--- config.mk ---
export PLATFORM = sky130hd
export DESIGN_NAME = window_fetcher
export DESIGN_NICKNAME = d
export VERILOG_FILES = /design/src/rtl/window_fetcher.sv
export SDC_FILE = /design/constraint.sdc
export NUM_CORES = 1
export LEC_CHECK = 0
export CAP_MARGIN = 0
export CORE_ASPECT_RATIO = 1.4
export CORE_UTILIZATION = 55
export CTS_CLUSTER_DIAMETER = 100
export CTS_CLUSTER_SIZE = 8
export DETAILED_ROUTE_END_ITERATION = 7
export GPL_TIMING_DRIVEN = 1
export HOLD_SLACK_MARGIN = 0.1
export PLACE_DENSITY = 0.89
export SKIP_CTS_REPAIR_TIMING = 1
export SLEW_MARGIN = 20
export SYNTH_ARGS = -nofsm -noshare
export SYNTH_HDL_FRONTEND = slang
export SYNTH_SLANG_ARGS = --single-unit
--- constraint.sdc ---
create_clock -name clk -period 8.25 [get_ports clk]
set_input_delay 1.65 -clock clk [delete_from_list [all_inputs] [get_ports clk]]
set_output_delay 1.65 -clock clk [all_outputs]
set_load 0.01 [all_outputs]
--- src/rtl/window_fetcher.sv ---
`default_nettype none
// +----------------------------------------------------------------------------+
// | Module      : window_fetcher                                               |
// | Description : 3x3 neighbourhood fetcher. Reads an IMG_W x IMG_H raster     |
// |               image from a single-port RAM, one tap per cycle, and hands   |
// |               each assembled window to the filter core over valid/ready.   |
// | Ports       : clk, rst (async, active-low)                                 |
// |               start / busy / done      - frame handshake                   |
// |               mem_en / mem_addr / mem_dout - RAM read port                 |
// |               win_data / win_valid / win_ready - window stream             |
// |               win_row / win_col        - centre of the current window      |
// | Revision    : 1.0 - initial release                                        |
// +----------------------------------------------------------------------------+
module window_fetcher #(
  parameter int IMG_W  = 100,
  parameter int IMG_H  = 100,
  parameter int PIX_W  = 8,
  parameter int ADDR_W = 14,
  parameter int RD_LAT = 1,
  parameter int BORDER = 0
) (
  input  logic               clk,
  input  logic               rst,
  input  logic               start,
  output logic               busy,
  output logic               done,
  output logic               mem_en,
  output logic [ADDR_W-1:0]  mem_addr,
  input  logic [PIX_W-1:0]   mem_dout,
  output logic [9*PIX_W-1:0] win_data,
  output logic               win_valid,
  input  logic               win_ready,
  output logic [15:0]        win_row,
  output logic [15:0]        win_col
);

  // Centre scan range: interior only, or the full frame when borders are synthesised.
  localparam logic [15:0] c_R_FIRST = (BORDER == 0) ? 16'd1 : 16'd0;
  localparam logic [15:0] c_C_FIRST = (BORDER == 0) ? 16'd1 : 16'd0;
  localparam logic [15:0] c_R_LAST  = (BORDER == 0) ? 16'(IMG_H - 2) : 16'(IMG_H - 1);
  localparam logic [15:0] c_C_LAST  = (BORDER == 0) ? 16'(IMG_W - 2) : 16'(IMG_W - 1);
  localparam logic [15:0] c_H_MAX   = 16'(IMG_H - 1);
  localparam logic [15:0] c_W_MAX   = 16'(IMG_W - 1);

  typedef enum logic [2:0] {
    S_IDLE  = 3'd0,
    S_FETCH = 3'd1,
    S_WAIT  = 3'd2,
    S_OUT   = 3'd3,
    S_DONE  = 3'd4
  } state_t;

  state_t                    r_state;
  logic [15:0]               r_row;
  logic [15:0]               r_col;
  logic [3:0]                r_tap;   // tap index presented on the RAM port this cycle
  logic                      r_pad;   // that tap lies outside the image (zero-pad mode)
  logic [RD_LAT-1:0]         r_pv;
  logic [RD_LAT-1:0]         r_pp;
  logic [RD_LAT-1:0][3:0]    r_pi;
  logic [0:8][PIX_W-1:0]     r_taps;  // element 0 lands in the MSBs of win_data

  logic [15:0]        w_nrow, w_ncol, w_cr, w_cc, w_rcl, w_ccl;
  logic               w_last, w_oob, w_pad, w_mem_en;
  logic [3:0]         w_ti;
  logic signed [16:0] w_dr, w_dc, w_tr, w_tc;
  logic [ADDR_W-1:0]  w_addr;
  logic               w_cap, w_cap_pad;
  logic [3:0]         w_cap_idx;

  assign win_row  = r_row;
  assign win_col  = r_col;
  assign win_data = r_taps;

  assign w_last = (r_row == c_R_LAST) && (r_col == c_C_LAST);
  assign w_ncol = (r_col == c_C_LAST) ? c_C_FIRST : r_col + 16'd1;
  assign w_nrow = (r_col == c_C_LAST) ? r_row + 16'd1 : r_row;

  // The tap issued at the coming edge: tap 0 of the first/next centre when a
  // window starts, otherwise the following tap of the current centre.
  always_comb begin
    w_cr = r_row;
    w_cc = r_col;
    w_ti = r_tap + 4'd1;
    if (r_state == S_IDLE) begin
      w_cr = c_R_FIRST;
      w_cc = c_C_FIRST;
      w_ti = 4'd0;
    end else if (r_state == S_OUT) begin
      w_cr = w_nrow;
      w_cc = w_ncol;
      w_ti = 4'd0;
    end
  end

  always_comb begin
    case (w_ti)
      4'd0, 4'd1, 4'd2: w_dr = -17'sd1;
      4'd3, 4'd4, 4'd5: w_dr = 17'sd0;
      default:          w_dr = 17'sd1;
    endcase
    case (w_ti)
      4'd0, 4'd3, 4'd6: w_dc = -17'sd1;
      4'd1, 4'd4, 4'd7: w_dc = 17'sd0;
      default:          w_dc = 17'sd1;
    endcase
  end

  // One extra signed bit lets -1 and IMG_W/IMG_H be represented before clamping.
  assign w_tr = $signed({1'b0, w_cr}) + w_dr;
  assign w_tc = $signed({1'b0, w_cc}) + w_dc;

  always_comb begin
    w_oob = (w_tr < 17'sd0) || (w_tr > $signed({1'b0, c_H_MAX})) ||
            (w_tc < 17'sd0) || (w_tc > $signed({1'b0, c_W_MAX}));
    if (w_tr < 17'sd0)                          w_rcl = 16'd0;
    else if (w_tr > $signed({1'b0, c_H_MAX}))   w_rcl = c_H_MAX;
    else                                        w_rcl = w_tr[15:0];
    if (w_tc < 17'sd0)                          w_ccl = 16'd0;
    else if (w_tc > $signed({1'b0, c_W_MAX}))   w_ccl = c_W_MAX;
    else                                        w_ccl = w_tc[15:0];
  end

  // Clamped coordinates always form the address; in zero-pad mode the read
  // itself is suppressed for out-of-range taps, so the address is don't-care.
  assign w_pad    = (BORDER == 1) && w_oob;
  assign w_mem_en = !w_pad;
  assign w_addr   = ADDR_W'(w_rcl) * ADDR_W'(IMG_W) + ADDR_W'(w_ccl);

  assign w_cap     = r_pv[RD_LAT-1];
  assign w_cap_idx = r_pi[RD_LAT-1];
  assign w_cap_pad = r_pp[RD_LAT-1];

  // Control FSM and registered outputs.
  always_ff @(posedge clk or negedge rst) begin
    if (!rst) begin
      r_state   <= S_IDLE;
      r_row     <= '0;
      r_col     <= '0;
      r_tap     <= '0;
      r_pad     <= 1'b0;
      busy      <= 1'b0;
      done      <= 1'b0;
      mem_en    <= 1'b0;
      mem_addr  <= '0;
      win_valid <= 1'b0;
    end else begin
      done <= 1'b0;
      case (r_state)
        S_IDLE: begin
          if (start) begin
            r_state  <= S_FETCH;
            busy     <= 1'b1;
            r_row    <= w_cr;
            r_col    <= w_cc;
            r_tap    <= 4'd0;
            mem_en   <= w_mem_en;
            mem_addr <= w_addr;
            r_pad    <= w_pad;
          end
        end
        S_FETCH: begin
          if (r_tap == 4'd8) begin
            r_state <= S_WAIT;
            mem_en  <= 1'b0;
            r_pad   <= 1'b0;
          end else begin
            r_tap    <= r_tap + 4'd1;
            mem_en   <= w_mem_en;
            mem_addr <= w_addr;
            r_pad    <= w_pad;
          end
        end
        S_WAIT: begin
          if (w_cap && (w_cap_idx == 4'd8)) begin
            r_state   <= S_OUT;
            win_valid <= 1'b1;
          end
        end
        S_OUT: begin
          if (win_ready) begin
            win_valid <= 1'b0;
            if (w_last) begin
              r_state <= S_DONE;
              done    <= 1'b1;
              busy    <= 1'b0;
            end else begin
              r_state  <= S_FETCH;
              r_row    <= w_cr;
              r_col    <= w_cc;
              r_tap    <= 4'd0;
              mem_en   <= w_mem_en;
              mem_addr <= w_addr;
              r_pad    <= w_pad;
            end
          end
        end
        S_DONE:  r_state <= S_IDLE;
        default: r_state <= S_IDLE;
      endcase
    end
  end

  // Tap index / pad flag travel alongside the RAM read so each returning word
  // is steered into the right tap register.
  always_ff @(posedge clk or negedge rst) begin
    if (!rst) begin
      r_pv   <= '0;
      r_pp   <= '0;
      r_pi   <= '0;
      r_taps <= '0;
    end else begin
      r_pv[0] <= (r_state == S_FETCH);
      r_pi[0] <= r_tap;
      r_pp[0] <= r_pad;
      for (int i = 1; i < RD_LAT; i++) begin
        r_pv[i] <= r_pv[i-1];
        r_pi[i] <= r_pi[i-1];
        r_pp[i] <= r_pp[i-1];
      end
      if (w_cap) begin
        r_taps[w_cap_idx] <= w_cap_pad ? '0 : mem_dout;
      end
    end
  end

endmodule
`default_nettype wire

==> results.md <==
- Status: finished, final reports clean
- Number of buffers created by CTS: 17
- CTS Sinks: 134
- Fmax: 128 MHz
- Chip Width: 110 um
- Effective utilization at floorplan: 56.0%
- Clock slew at reported path FFs: 0.06 ns
- Post-Route M1 WL: 8590 um
- Port Buffers: 133
- CTS max path bufs: 2
- Top cell type's share of synthesized area: 37.2%
- Leading area contributor after synthesis: dfrtp_1
- Most frequent CP cell: ha_1
- R2r startpoint: win_col[0]
- Core area: 16100 um^2
- WS Path Type: flip-flop to flip-flop
- Hold Vio Cnt, Final: 0
- Uppermost layer routed: met4
- Max-cap viol count: 0
- CTS Root Cell: clkbuf_16
- Main flop type after synthesis: dfrtp_1
- Final Cell Area: 11300 um^2
- Post-synth ARST share: 100%
- Period Utilization, post-route: 94.6%
- # diodes: 0
- Clk Latency, worst-skew pair: 0.42 ns
- Post-synth EDFFs: 0
- Area delta synth->final: 25.0%
- Final HPWL DP: 16800 um
- Post-layout util: 70.0%
- First-pass GRT wire length: 36700 um
- Vias in the first global route: 7705
- Via count: 7604
- Die Ht: 154 um
- DR WL met2: 12300 um
- Top post-synthesis cells by count: dfrtp_1, nand2_1, mux2_2
- Initial antenna violation count: 0
- Top post-synthesis cells by area: dfrtp_1, mux2_2, ha_1, nand2_1, xor2_1
- Final slew viol count: 0
- Setup Skew: 0.00946 ns
- Worst Hold Class: flip-flop to flip-flop
- FP Rows: 55
- Drt initial violations: 401
- Least-Margin Pin Slew: 0.779 ns
- Drt drc: 0
- Sequential element share of the synthesized area: 37.2%
- Vias per Instance: 5.96
- Post-synthesis instance total: 915
- Largest net degree at the start of global routing: 86
- CP arrival: 8.15 ns
- Met3 wire length: 1200 um
- Worst Setup Start Kind: flip-flop
- Synth cell types: 84
- Delay of the slowest critical-path stage: 0.48 ns
- Post-DRT Antenna Nets: 0
- Pre-antenna DRT Iters: 5
- Post-layout nets: 1156
- Final setup fails: 0
- Layout cell share with drive strength beyond 1: 15.5%
- Placed cells: 1241
- DP Area: 10600 um^2
- Fill cells: 1185
- Gr usage total: 27.9%
- Netlist Area Pre-Place: 9020 um^2
- Crit Path Max Fanout: 6
- Crit path launch: win_col[0]
- CP Capture Type: flip-flop
- GPL Wtd Cong: 0.920
- Gr ovfl total: 0
- CTS tree: done
- Top Ports: 134
- CP max-delay cell: fa_1
- Final std cells w/o fill: 1276
- Required @ worst endpoint: 8.59 ns
- Slew HR: 48.1%
- Count leader, synth: dfrtp_1
- Synth warn: 0
- WL final: 22900 um
- Register bit total from synthesis: 134
- Die area: 16900 um^2
- Wire per inst: 18.0 um
- H-Tree Depth: 4
- Hold path start: r_tap[3]
- Fin crit period: 7.81 ns
- Post-Syn Area per Cell: 9.86 um^2
registers in the layout, summed over array words and instances (netlist names), 3 cells and up:
register  count
win_data     72
r_pi          4
r_tap         4
win_col      16
win_row      16
mem_addr     14
r_state       3
stage by stage:
stage                     TNS, ns  hold slack, ns  worst slack (ns)
after floorplan                 0           0.412             0.854
after global placement          0           0.431             0.548
after detailed placement        0           0.438             0.196
after CTS                       0           0.455             0.148
after global routing      -0.0617           0.473           -0.0617
final                           0           0.465             0.443
cell usage in the layout (no fill, tap or decap), drive strengths merged, types with 11 or more instances in the layout:
master	instances
nand3	13
a21o	13
conb	11
nand4	11
o31ai	15
inv	58
mux2	86
nand2	92
dfrtp	134
clkbuf	17
o21ai	54
ha	71
nor4	11
buf	13
nor2	69
clkdlybuf4s50	132
and3	12
xnor2	26
a21oi	44
a31oi	11
nor3	14
xor2	36
per-layer routing:
layer  global-route usage [%]  up-vias
li1                         -     3574
met1                     28.7     3694
met2                     51.9      264
met3                     6.15       72
met4                     13.6        0
met5                        0        -
final timing paths:
| kind | to | slack, ns | depth (start not counted) |
|---|---|---|---|
| max | mem_addr[13] | 0.44 | 31 |
| min | r_pi[3] | 0.47 | 0 |
| max reg2reg | mem_addr[13] | 0.44 | 31 |
| min reg2reg | r_pi[3] | 0.47 | 0 |
| max in group asynchronous | win_row[12] | 5.98 | 2 |
| min in group asynchronous | win_data[43] | 1.16 | 1 |
critical path: cells and delay by family, from the launching register on:
family | cells | cell delay (ns)
simple gates | 9 | 1.46
compound gates | 11 | 2.89
fa+ha+maj | 7 | 2.43
xor+xnor | 2 | 0.23
flops | 1 | 0.44
buf+inv | 2 | 0.23
cell type report:
type	instances	area, um^2	area share (%)
Clock buffer	17	425	3.77
Timing Repair Buffer	145	1430	12.6
Sequential cell	134	3350	29.7
Multi-Input combinational cell	713	5450	48.4
Tap cell	199	249	2.21
Clock inverter	15	170	1.51
Inverter	53	199	1.76
kinds of logic (layout without fill, tap and decap cells):
group                    after synthesis  count (layout)  share of synthesized area (%)
AND/OR/NAND/NOR                      277             277                           15.6
AO/OA/AOI/OAI                        191             192                           14.4
flip-flops                           134             134                           37.2
multiplexers                          90              90                           11.2
adder cells (fa/ha/maj)               80              80                           11.8
buffers and inverters                 78             230                           3.45
XOR/XNOR                              63              63                           6.27
other                                  2              11                         0.0833
Power is left out: the tool's default activity adds up to more than one toggle a clock period on the data nets, which glitch-free logic cannot reach.
